[src/rtl/gsim_pkg.sv]
// Shared constants and types for the GSIM matrix fetch path.
package gsim_pkg;

    localparam int unsigned WORDS_PER_MAT = 17;
    localparam int unsigned ADDR_W        = 10;
    localparam int unsigned DATA_W        = 256;
    localparam int unsigned IDX_W         = 5;

    typedef enum logic [1:0] {
        StIdle  = 2'd0,
        StFetch = 2'd1,
        StDrain = 2'd2,
        StDone  = 2'd3
    } fetch_state_e;

    // Word index within a matrix: 0..15 are A rows, 16 is the b vector.
    typedef logic [IDX_W-1:0] row_idx_t;

    localparam row_idx_t LAST_ROW_IDX = row_idx_t'(WORDS_PER_MAT - 1);

    // idx*17 without a multiplier; 31*17+16 = 543 fits in 10 bits.
    function automatic logic [ADDR_W-1:0] mat_base(input logic [IDX_W-1:0] idx);
        logic [ADDR_W-1:0] wide;
        wide = ADDR_W'(idx);
        return (wide << 4) + wide;
    endfunction

endpackage

[src/rtl/gsim_sync_fifo.sv]
// Show-ahead synchronous FIFO with a fill count; the head word is visible on rdata_o
// whenever empty_o is low. Push and pop in the same cycle are legal at any fill level.
module gsim_sync_fifo #(
    parameter int unsigned WIDTH = 256,
    parameter int unsigned DEPTH = 4
) (
    input  logic                         clk_i,
    input  logic                         rst_i,
    input  logic                         push_i,
    input  logic [WIDTH-1:0]             wdata_i,
    input  logic                         pop_i,
    output logic [WIDTH-1:0]             rdata_o,
    output logic                         empty_o,
    output logic [$clog2(DEPTH+1)-1:0]   count_o
);

    localparam int unsigned CntW = $clog2(DEPTH + 1);
    localparam int unsigned PtrW = (DEPTH > 1) ? $clog2(DEPTH) : 1;

    logic [WIDTH-1:0] mem_q [DEPTH];
    logic [PtrW-1:0]  wr_ptr_q, wr_ptr_d;
    logic [PtrW-1:0]  rd_ptr_q, rd_ptr_d;
    logic [CntW-1:0]  count_q, count_d;
    logic             full, do_push, do_pop;

    // Pointer/count next state; a push into a full FIFO only lands if a pop frees the slot.
    always_comb begin
        full     = (count_q == CntW'(DEPTH));
        do_pop   = pop_i && (count_q != '0);
        do_push  = push_i && (!full || do_pop);
        wr_ptr_d = wr_ptr_q;
        rd_ptr_d = rd_ptr_q;
        if (do_push) begin
            wr_ptr_d = (wr_ptr_q == PtrW'(DEPTH - 1)) ? '0 : wr_ptr_q + PtrW'(1);
        end
        if (do_pop) begin
            rd_ptr_d = (rd_ptr_q == PtrW'(DEPTH - 1)) ? '0 : rd_ptr_q + PtrW'(1);
        end
        count_d = count_q + CntW'(do_push) - CntW'(do_pop);
    end

    // Storage and pointers; reset also clears storage so the head reads zero.
    always_ff @(posedge clk_i) begin
        if (rst_i) begin
            for (int i = 0; i < int'(DEPTH); i++) begin
                mem_q[i] <= '0;
            end
            wr_ptr_q <= '0;
            rd_ptr_q <= '0;
            count_q  <= '0;
        end else begin
            if (do_push) begin
                mem_q[wr_ptr_q] <= wdata_i;
            end
            wr_ptr_q <= wr_ptr_d;
            rd_ptr_q <= rd_ptr_d;
            count_q  <= count_d;
        end
    end

    // Show-ahead outputs.
    always_comb begin
        rdata_o = mem_q[rd_ptr_q];
        empty_o = (count_q == '0);
        count_o = count_q;
    end

endmodule

[src/rtl/gsim_mat_fetch.sv]
// Matrix fetch unit: issues the 17 word reads of one matrix under a credit limit, buffers
// returns in a FIFO and streams them to the core with word index and last flag.
// Optional feature macro: GSIM_FETCH_CHAIN_EN (chain to the next matrix index from DONE).
module gsim_mat_fetch
    import gsim_pkg::*;
#(
    parameter int unsigned FIFO_DEPTH = 4
) (
    input  logic              i_clk,
    input  logic              i_reset,
    input  logic              i_start,
    input  logic [IDX_W-1:0]  i_mat_idx,
    input  logic [IDX_W-1:0]  i_mat_num,
    output logic              o_busy,
    output logic              o_done,
    output logic              o_err,
    output logic              o_mem_rreq,
    output logic [ADDR_W-1:0] o_mem_addr,
    input  logic              i_mem_rrdy,
    input  logic [DATA_W-1:0] i_mem_dout,
    input  logic              i_mem_dout_vld,
    output logic              o_row_vld,
    input  logic              i_row_rdy,
    output logic [DATA_W-1:0] o_row_data,
    output row_idx_t          o_row_idx,
    output logic              o_row_last
);

    localparam int unsigned CntW = $clog2(FIFO_DEPTH + 1);
    localparam int unsigned SumW = CntW + 1;

    fetch_state_e      state_q, state_d;
    logic [IDX_W-1:0]  idx_q, idx_d;
    logic [ADDR_W-1:0] addr_q, addr_d;
    row_idx_t          req_cnt_q, req_cnt_d;
    row_idx_t          pop_cnt_q, pop_cnt_d;
    logic [CntW-1:0]   outst_q, outst_d;
    logic              err_q, err_d;

    logic [CntW-1:0]   fifo_count;
    logic              fifo_empty;
    logic [DATA_W-1:0] fifo_rdata;
    logic              credit_ok, rreq, accept, ret_ok, spurious, row_vld, pop;
    logic [IDX_W:0]    next_idx_w;

`ifndef GSIM_FETCH_CHAIN_EN
    logic unused_mat_num;
    assign unused_mat_num = ^i_mat_num;
`endif

    // Handshake decode; in-flight plus buffered words never exceed the FIFO depth.
    always_comb begin
        credit_ok = ({1'b0, outst_q} + {1'b0, fifo_count}) < SumW'(FIFO_DEPTH);
        rreq      = (state_q == StFetch) && credit_ok;
        accept    = rreq && i_mem_rrdy;
        ret_ok    = i_mem_dout_vld && (outst_q != '0);
        spurious  = i_mem_dout_vld && (outst_q == '0);
        row_vld   = !fifo_empty;
        pop       = row_vld && i_row_rdy;
    end

    // FSM next state and counters.
    always_comb begin
        state_d    = state_q;
        idx_d      = idx_q;
        addr_d     = addr_q;
        req_cnt_d  = req_cnt_q;
        pop_cnt_d  = pop_cnt_q;
        outst_d    = outst_q + CntW'(accept) - CntW'(ret_ok);
        err_d      = err_q | spurious;
        next_idx_w = {1'b0, idx_q} + 1'b1;

        if (pop) begin
            pop_cnt_d = (pop_cnt_q == LAST_ROW_IDX) ? '0 : pop_cnt_q + row_idx_t'(1);
        end

        unique case (state_q)
            StIdle: begin
                if (i_start) begin
                    state_d   = StFetch;
                    idx_d     = i_mat_idx;
                    addr_d    = mat_base(i_mat_idx);
                    req_cnt_d = '0;
                    pop_cnt_d = '0;
                end
            end
            StFetch: begin
                if (accept) begin
                    addr_d    = addr_q + ADDR_W'(1);
                    req_cnt_d = req_cnt_q + row_idx_t'(1);
                    if (req_cnt_q == LAST_ROW_IDX) begin
                        state_d = StDrain;
                    end
                end
            end
            StDrain: begin
                if (pop && (pop_cnt_q == LAST_ROW_IDX)) begin
                    state_d = StDone;
                end
            end
            StDone: begin
`ifdef GSIM_FETCH_CHAIN_EN
                if (next_idx_w < {1'b0, i_mat_num}) begin
                    state_d   = StFetch;
                    idx_d     = next_idx_w[IDX_W-1:0];
                    addr_d    = mat_base(next_idx_w[IDX_W-1:0]);
                    req_cnt_d = '0;
                    pop_cnt_d = '0;
                end else begin
                    state_d = StIdle;
                end
`else
                state_d = StIdle;
`endif
            end
            default: state_d = StIdle;
        endcase
    end

    // State registers with synchronous reset.
    always_ff @(posedge i_clk) begin
        if (i_reset) begin
            state_q   <= StIdle;
            idx_q     <= '0;
            addr_q    <= '0;
            req_cnt_q <= '0;
            pop_cnt_q <= '0;
            outst_q   <= '0;
            err_q     <= 1'b0;
        end else begin
            state_q   <= state_d;
            idx_q     <= idx_d;
            addr_q    <= addr_d;
            req_cnt_q <= req_cnt_d;
            pop_cnt_q <= pop_cnt_d;
            outst_q   <= outst_d;
            err_q     <= err_d;
        end
    end

    gsim_sync_fifo #(
        .WIDTH (DATA_W),
        .DEPTH (FIFO_DEPTH)
    ) u_fifo (
        .clk_i   (i_clk),
        .rst_i   (i_reset),
        .push_i  (ret_ok),
        .wdata_i (i_mem_dout),
        .pop_i   (pop),
        .rdata_o (fifo_rdata),
        .empty_o (fifo_empty),
        .count_o (fifo_count)
    );

    // Output mapping.
    always_comb begin
        o_busy     = (state_q != StIdle);
        o_done     = (state_q == StDone);
        o_err      = err_q;
        o_mem_rreq = rreq;
        o_mem_addr = addr_q;
        o_row_vld  = row_vld;
        o_row_data = fifo_rdata;
        o_row_idx  = pop_cnt_q;
        o_row_last = row_vld && (pop_cnt_q == LAST_ROW_IDX);
    end

endmodule

[config.mk]
export PLATFORM = sky130hd
export DESIGN_NAME = gsim_mat_fetch
export DESIGN_NICKNAME = d
export VERILOG_FILES = /design/src/rtl/gsim_pkg.sv /design/src/rtl/gsim_sync_fifo.sv /design/src/rtl/gsim_mat_fetch.sv
export SDC_FILE = /design/constraint.sdc
export NUM_CORES = 1
export LEC_CHECK = 0
export ABC_AREA = 1
export CAP_MARGIN = 20
export CORE_MARGIN = 2
export CORE_UTILIZATION = 43
export CTS_BUF_LIST = sky130_fd_sc_hd__clkbuf_2 sky130_fd_sc_hd__clkbuf_4 sky130_fd_sc_hd__clkbuf_8
export DETAILED_ROUTE_END_ITERATION = 12
export GPL_TIMING_DRIVEN = 0
export HOLD_SLACK_MARGIN = 0.06
export PLACE_DENSITY = 0.67
export SLEW_MARGIN = 20
export SYNTH_ARGS = -nofsm -noshare
export SYNTH_HDL_FRONTEND = slang
export SYNTH_HIERARCHICAL = 1
export SYNTH_SLANG_ARGS = --single-unit
[constraint.sdc]
create_clock -name i_clk -period 72.7 [get_ports i_clk]
set_input_delay 14.54 -clock i_clk [delete_from_list [all_inputs] [get_ports i_clk]]
set_output_delay 14.54 -clock i_clk [all_outputs]
set_load 0.1 [all_outputs]
==> impl_metrics.yaml, run 1 <==
synthesis:
  synth_edf_count: 1024
  synthXorXnorAreaFrac_pct: 0.164
  synth_compound_area_share_pct: 9.06
  seq_area_frac_synth_pct: 65.5
  synth_fa_ha_area_share_pct: 0.578
  synth_simple_gate_area_share_pct: 18.5
  yosysUniqueCellTypes: 35
  syn-num-nets: 4571
  synth_mux_area_share_pct: 0
  ys_seq_elements: 1059
  syn_area_um2: 48000
  yosysWarnings: 6
  synthArstFlopShare_pct: 0
  syn_area_per_cell_um2: 11.2
  synth_ff_type: "edfxtp_1"
  synth_top_family_by_area: "simple AND/OR/NAND/NOR gates"
  netlist_instances: 4278
worst_hold_path:
  hold_path_class: "register to register"
  min_delay_path_depth: 2
floorplanning:
  fp.dieW_um: 338
  num_rows: 122
  core_um2: 111000
  dieArea_um2: 114000
  start_util_pct: 43.4
  die_h_um: 338
  io_pins: 549
worst_setup_path:
  path_cells: "buf_2 -> buf_6 -> buf_4 -> buf_4 -> buf_2 -> nor2_1 -> o22ai_1 -> clkdlybuf4s50_1"
  path_class: "register to primary output"
  cp_max_fo: 10
  slowest_stage: "clkdlybuf4s50_1"
  crit_path_start_kind: "register"
  cp_data_required_time_ns: 58.16
  reg2regPathDepth: 15
  slowest_delay_ns: 1.29
  cp.arrival_ns: 4.44
  cp-end-kind: "primary output"
drt:
  drtIter0Drc: 3907
  ant_nets: 0
  met3_wirelength_mm: 15.2
  wl_met1_mm: 59.5
  wl_met2_mm: 72.8
  top_layer_used: "met5"
  wl_per_cell_um: 22.9
  finalWirelength_mm: 153
  viasPerCell: 5.56
  first_pass_iters: 6
  num_vias: 37200
  drc: 0
placed_design:
  place_hpwl_mm: 105
  numPortBuffers: 543
  finalWeightedCongestion: 0.837
pwr:
  combPwrFrac_pct: 48.8
  ir_drop_v: 0.0000326
  seq_power_share_pct: 31.7
  intPower_mw: 1.34
  power_density_nw_per_um2: 43.1
  clkPwrFrac_pct: 19.4
  switchingPower_mw: 1.26
  p_leak_nw: 22.3
  power_switching_share_pct: 48.5
finish:
  final_common_cell: "edfxtp_1"
  utilization_pct: 54.5
  layout_common_cells: "edfxtp_1, nor2_1, clkdlybuf4s50_1"
  drive_gt1_share_pct: 15.6
  nNetsFinal: 5352
  area_growth_pct: 25.5
  fillerInstances: 9433
  multiInputGateArea_um2: 13600
  seqCellArea_um2: 31500
clock_tree:
  clk_path_buf_depth: 3
  cts_tree: "built"
  ctsHtreeMaxLevel: 4
  cts_setup_buffers: 0
  cts_made_buffers: 174
  hold_buffers: 0
  insertion_delay_ns: 0.90
  cts_resized: 0
  clkTransAtPathRegs_ns: 0.06
  cts.sinks: 1059
  cts-root-buf: "clkbuf_8"
timing:
  skew_ns: 0.0521
  whs_ns: 0.503
  finalCritPeriodShare_pct: 26.1
  tns_ns: 0
  slew_violations: 0
  tightestPinTransition_ns: 1.19
  rsz0062_at_grt: "no"
  slew_headroom_pct: 20.1
  finalCriticalPeriod_ns: 18.98
  hold_violations: 0
  setup_violations: 0
  max_freq_ghz: 0.0527
flow_run:
  drv_cap: 0
grt:
  grt_max_degree: 24
  antenna_found_initial: 18
  grt_remaining_overflow: 0
  grt_pass1_vias: 36600
  grt_usage_pct: 26.1
  grt_pass1_wl_mm: 227
outcome:
  status: "complete, no violations"
[area by class of cell]
type                            count  share of cell area, %
Tap cell                         1488                   3.09
Buffer                            374                   3.03
Sequential cell                  1059                   52.2
Multi-Input combinational cell   2538                   22.6
Clock buffer                      237                   4.81
Timing Repair Buffer              605                   11.7
Inverter                          307                   1.92
Antenna cell                        9                 0.0374
Clock inverter                     65                  0.674
[worst max-delay path: cells and delay by family, from the launching register on]
family,cells,cell delay (ns)
AO/OA/AOI/OAI,1,0.28
flip-flops,1,0.30
buffers and inverters,6,2.90
AND/OR/NAND/NOR,1,0.10
[cells in the mapped netlist (12+ instances only)]
cell / instances / area (um2)
ha_1: 19 / 238
dfxtp_1: 35 / 701
nor2_1: 821 / 3080
clkbuf_1: 198 / 743
edfxtp_1: 1024 / 30700
nor3_1: 491 / 2460
o21ai_0: 531 / 2660
nor3_2: 281 / 2810
buf_2: 130 / 651
nand2_1: 70 / 263
buf_6: 25 / 282
o22ai_1: 256 / 1600
buf_4: 18 / 135
a21oi_1: 12 / 60.1
inv_1: 302 / 1130
nand3_1: 23 / 115
[path summary, 6_finish.rpt]
check	start	to	slack, ns
min	req_cnt_q[4]$_SDFFE_PP0P_	req_cnt_q[4]$_SDFFE_PP0P_	0.50
max	register	o_row_data[113]	53.72
max reg2reg	u_fifo/count_o[1]$_SDFF_PP0_	u_fifo/mem_q[3][81]$_DFFE_PP_	69.06
min reg2reg	req_cnt_q[4]$_SDFFE_PP0P_	req_cnt_q[4]$_SDFFE_PP0P_	0.50
[power groups by stage]
stage                     Clock [mW]  Combinational [mW]  Sequential, mW
after floorplan                    0               0.851           0.902
after detailed placement           0                1.27           0.837
after CTS                      0.513                1.27           0.825
after global placement             0                1.22           0.933
final                          0.505                1.27           0.825
after global routing           0.539                1.32           0.834
[registers in the layout, indices dropped and copies added, names as in the netlist, named ones only]
register,flops
u_fifo/mem_q,1024
o_row_idx,5
req_cnt_q,5
outst_q,3
o_mem_addr,10
state_q,2
u_fifo/count_o,3
u_fifo/rd_ptr_q,2
o_err,1
u_fifo/wr_ptr_q,2
[metal layers]
| layer | up-vias | track usage, % |
|---|---|---|
| met1 | 18100 | 33.4 |
| met4 | 20 | 10.6 |
| met3 | 319 | 7.40 |
| met2 | 1842 | 41.8 |
| met5 | - | 0 |
| li1 | 16900 | - |
[logic make-up after synthesis]
logic type,count (synthesis)
AOI/OAI and AO/OA,802
xor gates and xnor gates,9
adders and majority gates,21
buffers and inverters,681
DFF,1059
and+or+nand+nor,1706
[per-stage QoR]
stage	std cells	setup WS (ns)	area, um2	total power, mW
3_3_place_gp	6309	23.49	55300	2.15
5_1_grt	6677	53.60	60300	2.69
4_1_cts	6673	53.61	60300	2.61
2_1_floorplan	4278	38.36	48000	1.75
6_report	6682	53.72	60300	2.60
3_5_place_dp	6371	54.55	57000	2.10
(Power assumes the default switching activity.)
==> run 2, diff against run 1 <==
==> constraint.sdc (replaced) <==
create_clock -name i_clk -period 17.7 [get_ports i_clk]
set_input_delay 3.54 -clock i_clk [delete_from_list [all_inputs] [get_ports i_clk]]
set_output_delay 3.54 -clock i_clk [all_outputs]
set_load 0.1 [all_outputs]
==> run 2 against run 1 <==
Clock skew decreased by 0.0041 ns. Cell area increased by 0.20%. Via count about the same. Final cell count about the same. Sequential power increased to 4.1 times the previous value. First-iteration DRC count decreased by 8.8%. Non-clock buffer count unchanged. Worst setup slack got worse by 44 ns. Critical path type unchanged. Largest power group unchanged.
==> impl_metrics.yaml, run 2 (synthesis results as in run 1) <==
outcome:
  status: "complete, no violations"
finish:
  drive_gt1_share_pct: 15.8
  seqCellArea_um2: 31500
  layout_common_cells: "edfxtp_1, nor2_1, clkdlybuf4s50_1"
  fillerInstances: 9466
  final_common_cell: "edfxtp_1"
  multiInputGateArea_um2: 13600
  stdcell_count: 6686
  regMostFlops: "u_fifo/mem_q"
  largest_reg_flops: 1024
  area_growth_pct: 25.8
  utilization_pct: 54.6
  nNetsFinal: 5352
drt:
  first_pass_iters: 5
  viasPerCell: 5.56
  num_vias: 37200
  finalWirelength_mm: 154
  ant_nets: 0
  wl_per_cell_um: 23.1
  drtIter0Drc: 3562
  drc: 0
worst_setup_path:
  crit_path_end: "o_row_data[137]"
  slowest_stage: "clkdlybuf4s50_1"
  path_delay_family: "buffers and inverters"
  reg2reg_slack_ns: 13.74
  reg2regPathDepth: 14
  cp_data_required_time_ns: 14.16
  timing.rr.start: "u_fifo/count_o[1]$_SDFF_PP0_"
  cp-end-kind: "primary output"
  reg2reg_to: "u_fifo/mem_q[1][176]$_SDFFCE_PN0P_"
  cpMostUsedCell: "clkbuf_1"
  critPathBufInv: 3
  crit_path_start_kind: "register"
  path_cells: "clkbuf_1 -> clkbuf_1 -> o21ai_0 -> o22ai_1 -> clkdlybuf4s50_1"
  path_class: "register to primary output"
  slowest_delay_ns: 1.26
  cp_max_fo: 10
  cp.arrival_ns: 4.60
  cp_num_cells: 5
timing:
  slew_violations: 0
  slew_headroom_pct: 21.7
  max_freq_ghz: 0.123
  finalCriticalPeriod_ns: 8.14
  finalCritPeriodShare_pct: 46.0
  rsz0062_at_grt: "no"
  skew_ns: 0.0480
  tightestPinTransition_ns: 1.17
  hold_violations: 0
  tns_ns: 0
  whs_ns: 0.507
  setup_violations: 0
grt:
  grt_pass1_wl_mm: 227
  grt_pass1_vias: 36600
  grt_usage_pct: 26.2
  grt_max_degree: 24
  antenna_found_initial: 26
  grt_remaining_overflow: 0
pwr:
  finalPower_mw: 10.8
  p_leak_nw: 22.4
  power_density_nw_per_um2: 178
  ir_drop_v: 0.000139
clock_tree:
  clkTransAtPathRegs_ns: 0.06
  cts_made_buffers: 174
  clk_path_buf_depth: 3
  cts_setup_buffers: 0
  cts_tree: "built"
  cts_resized: 0
  cts.sinks: 1059
  insertion_delay_ns: 0.86
  cts-root-buf: "clkbuf_8"
  ctsHtreeMaxLevel: 4
  hold_buffers: 0
placed_design:
  place_hpwl_mm: 105
  dp_cells: 6371
  finalWeightedCongestion: 0.846
  numPortBuffers: 543
floorplanning:
  io_pins: 549
  dieArea_um2: 114000
  die_h_um: 338
  fp.dieW_um: 338
  start_util_pct: 43.4
  core_um2: 111000
  num_rows: 122
flow_run:
  drv_cap: 0
worst_hold_path:
  hp-start: "o_err$_SDFF_PP0_"
  hold_path_class: "register to register"
==> run 2: worst min-delay path: stages, from the launching register on <==
cell and delay, ns:
dfxtp_1 0.34, inv_1 0.06, a21oi_1 0.06
==> run 2: worst min-delay path by stage <==
stage,slack (ns),to,cells past startpoint
CTS,0.51,o_err$_SDFF_PP0_,2
floorplan,0.46,req_cnt_q[4]$_SDFFE_PP0P_,2
global placement,0.49,req_cnt_q[4]$_SDFFE_PP0P_,2
detailed placement,0.50,o_err$_SDFF_PP0_,2
global route,0.54,o_err$_SDFF_PP0_,2
finish,0.51,o_err$_SDFF_PP0_,2
==> run 2: through the flow <==
| step | cell area (um2) | setup WS [ns] |
|---|---|---|
| final | 60400 | 9.56 |
| after detailed placement | 56900 | 10.42 |
| after global placement | 55300 | -20.32 |
| after CTS | 60400 | 9.45 |
| after floorplan | 48000 | -5.57 |
| after global routing | 60400 | 9.38 |
==> run 2: layer usage <==
layer / track usage (%) / vias to the layer above / part of all wire [%]
met3: 6.91 / 294 / 9.7
met1: 33.6 / 18200 / 39
met2: 42.7 / 1795 / 48
met4: 9.45 / 32 / 3.2
li1: - / 16900 / -
met5: 0 / - / 0.13
==> run 2: power by group <==
group          switching, mW  internal [mW]  leakage, nW  total [mW]
clock network          0.999           1.18         1.81        2.18
registers              0.122           3.27         10.9        3.39
logic                   4.09           1.13         9.67        5.21
==> run 2: area by class of cell <==
type,instances,share of cell area [%]
antenna,6,0.0249
buffer,374,3.03
clock buffer,231,4.70
clock inverter,78,1.07
inverter,307,1.91
multi-input combinational,2538,22.6
sequential,1059,52.1
tap,1488,3.08
timing repair buffer,605,11.5
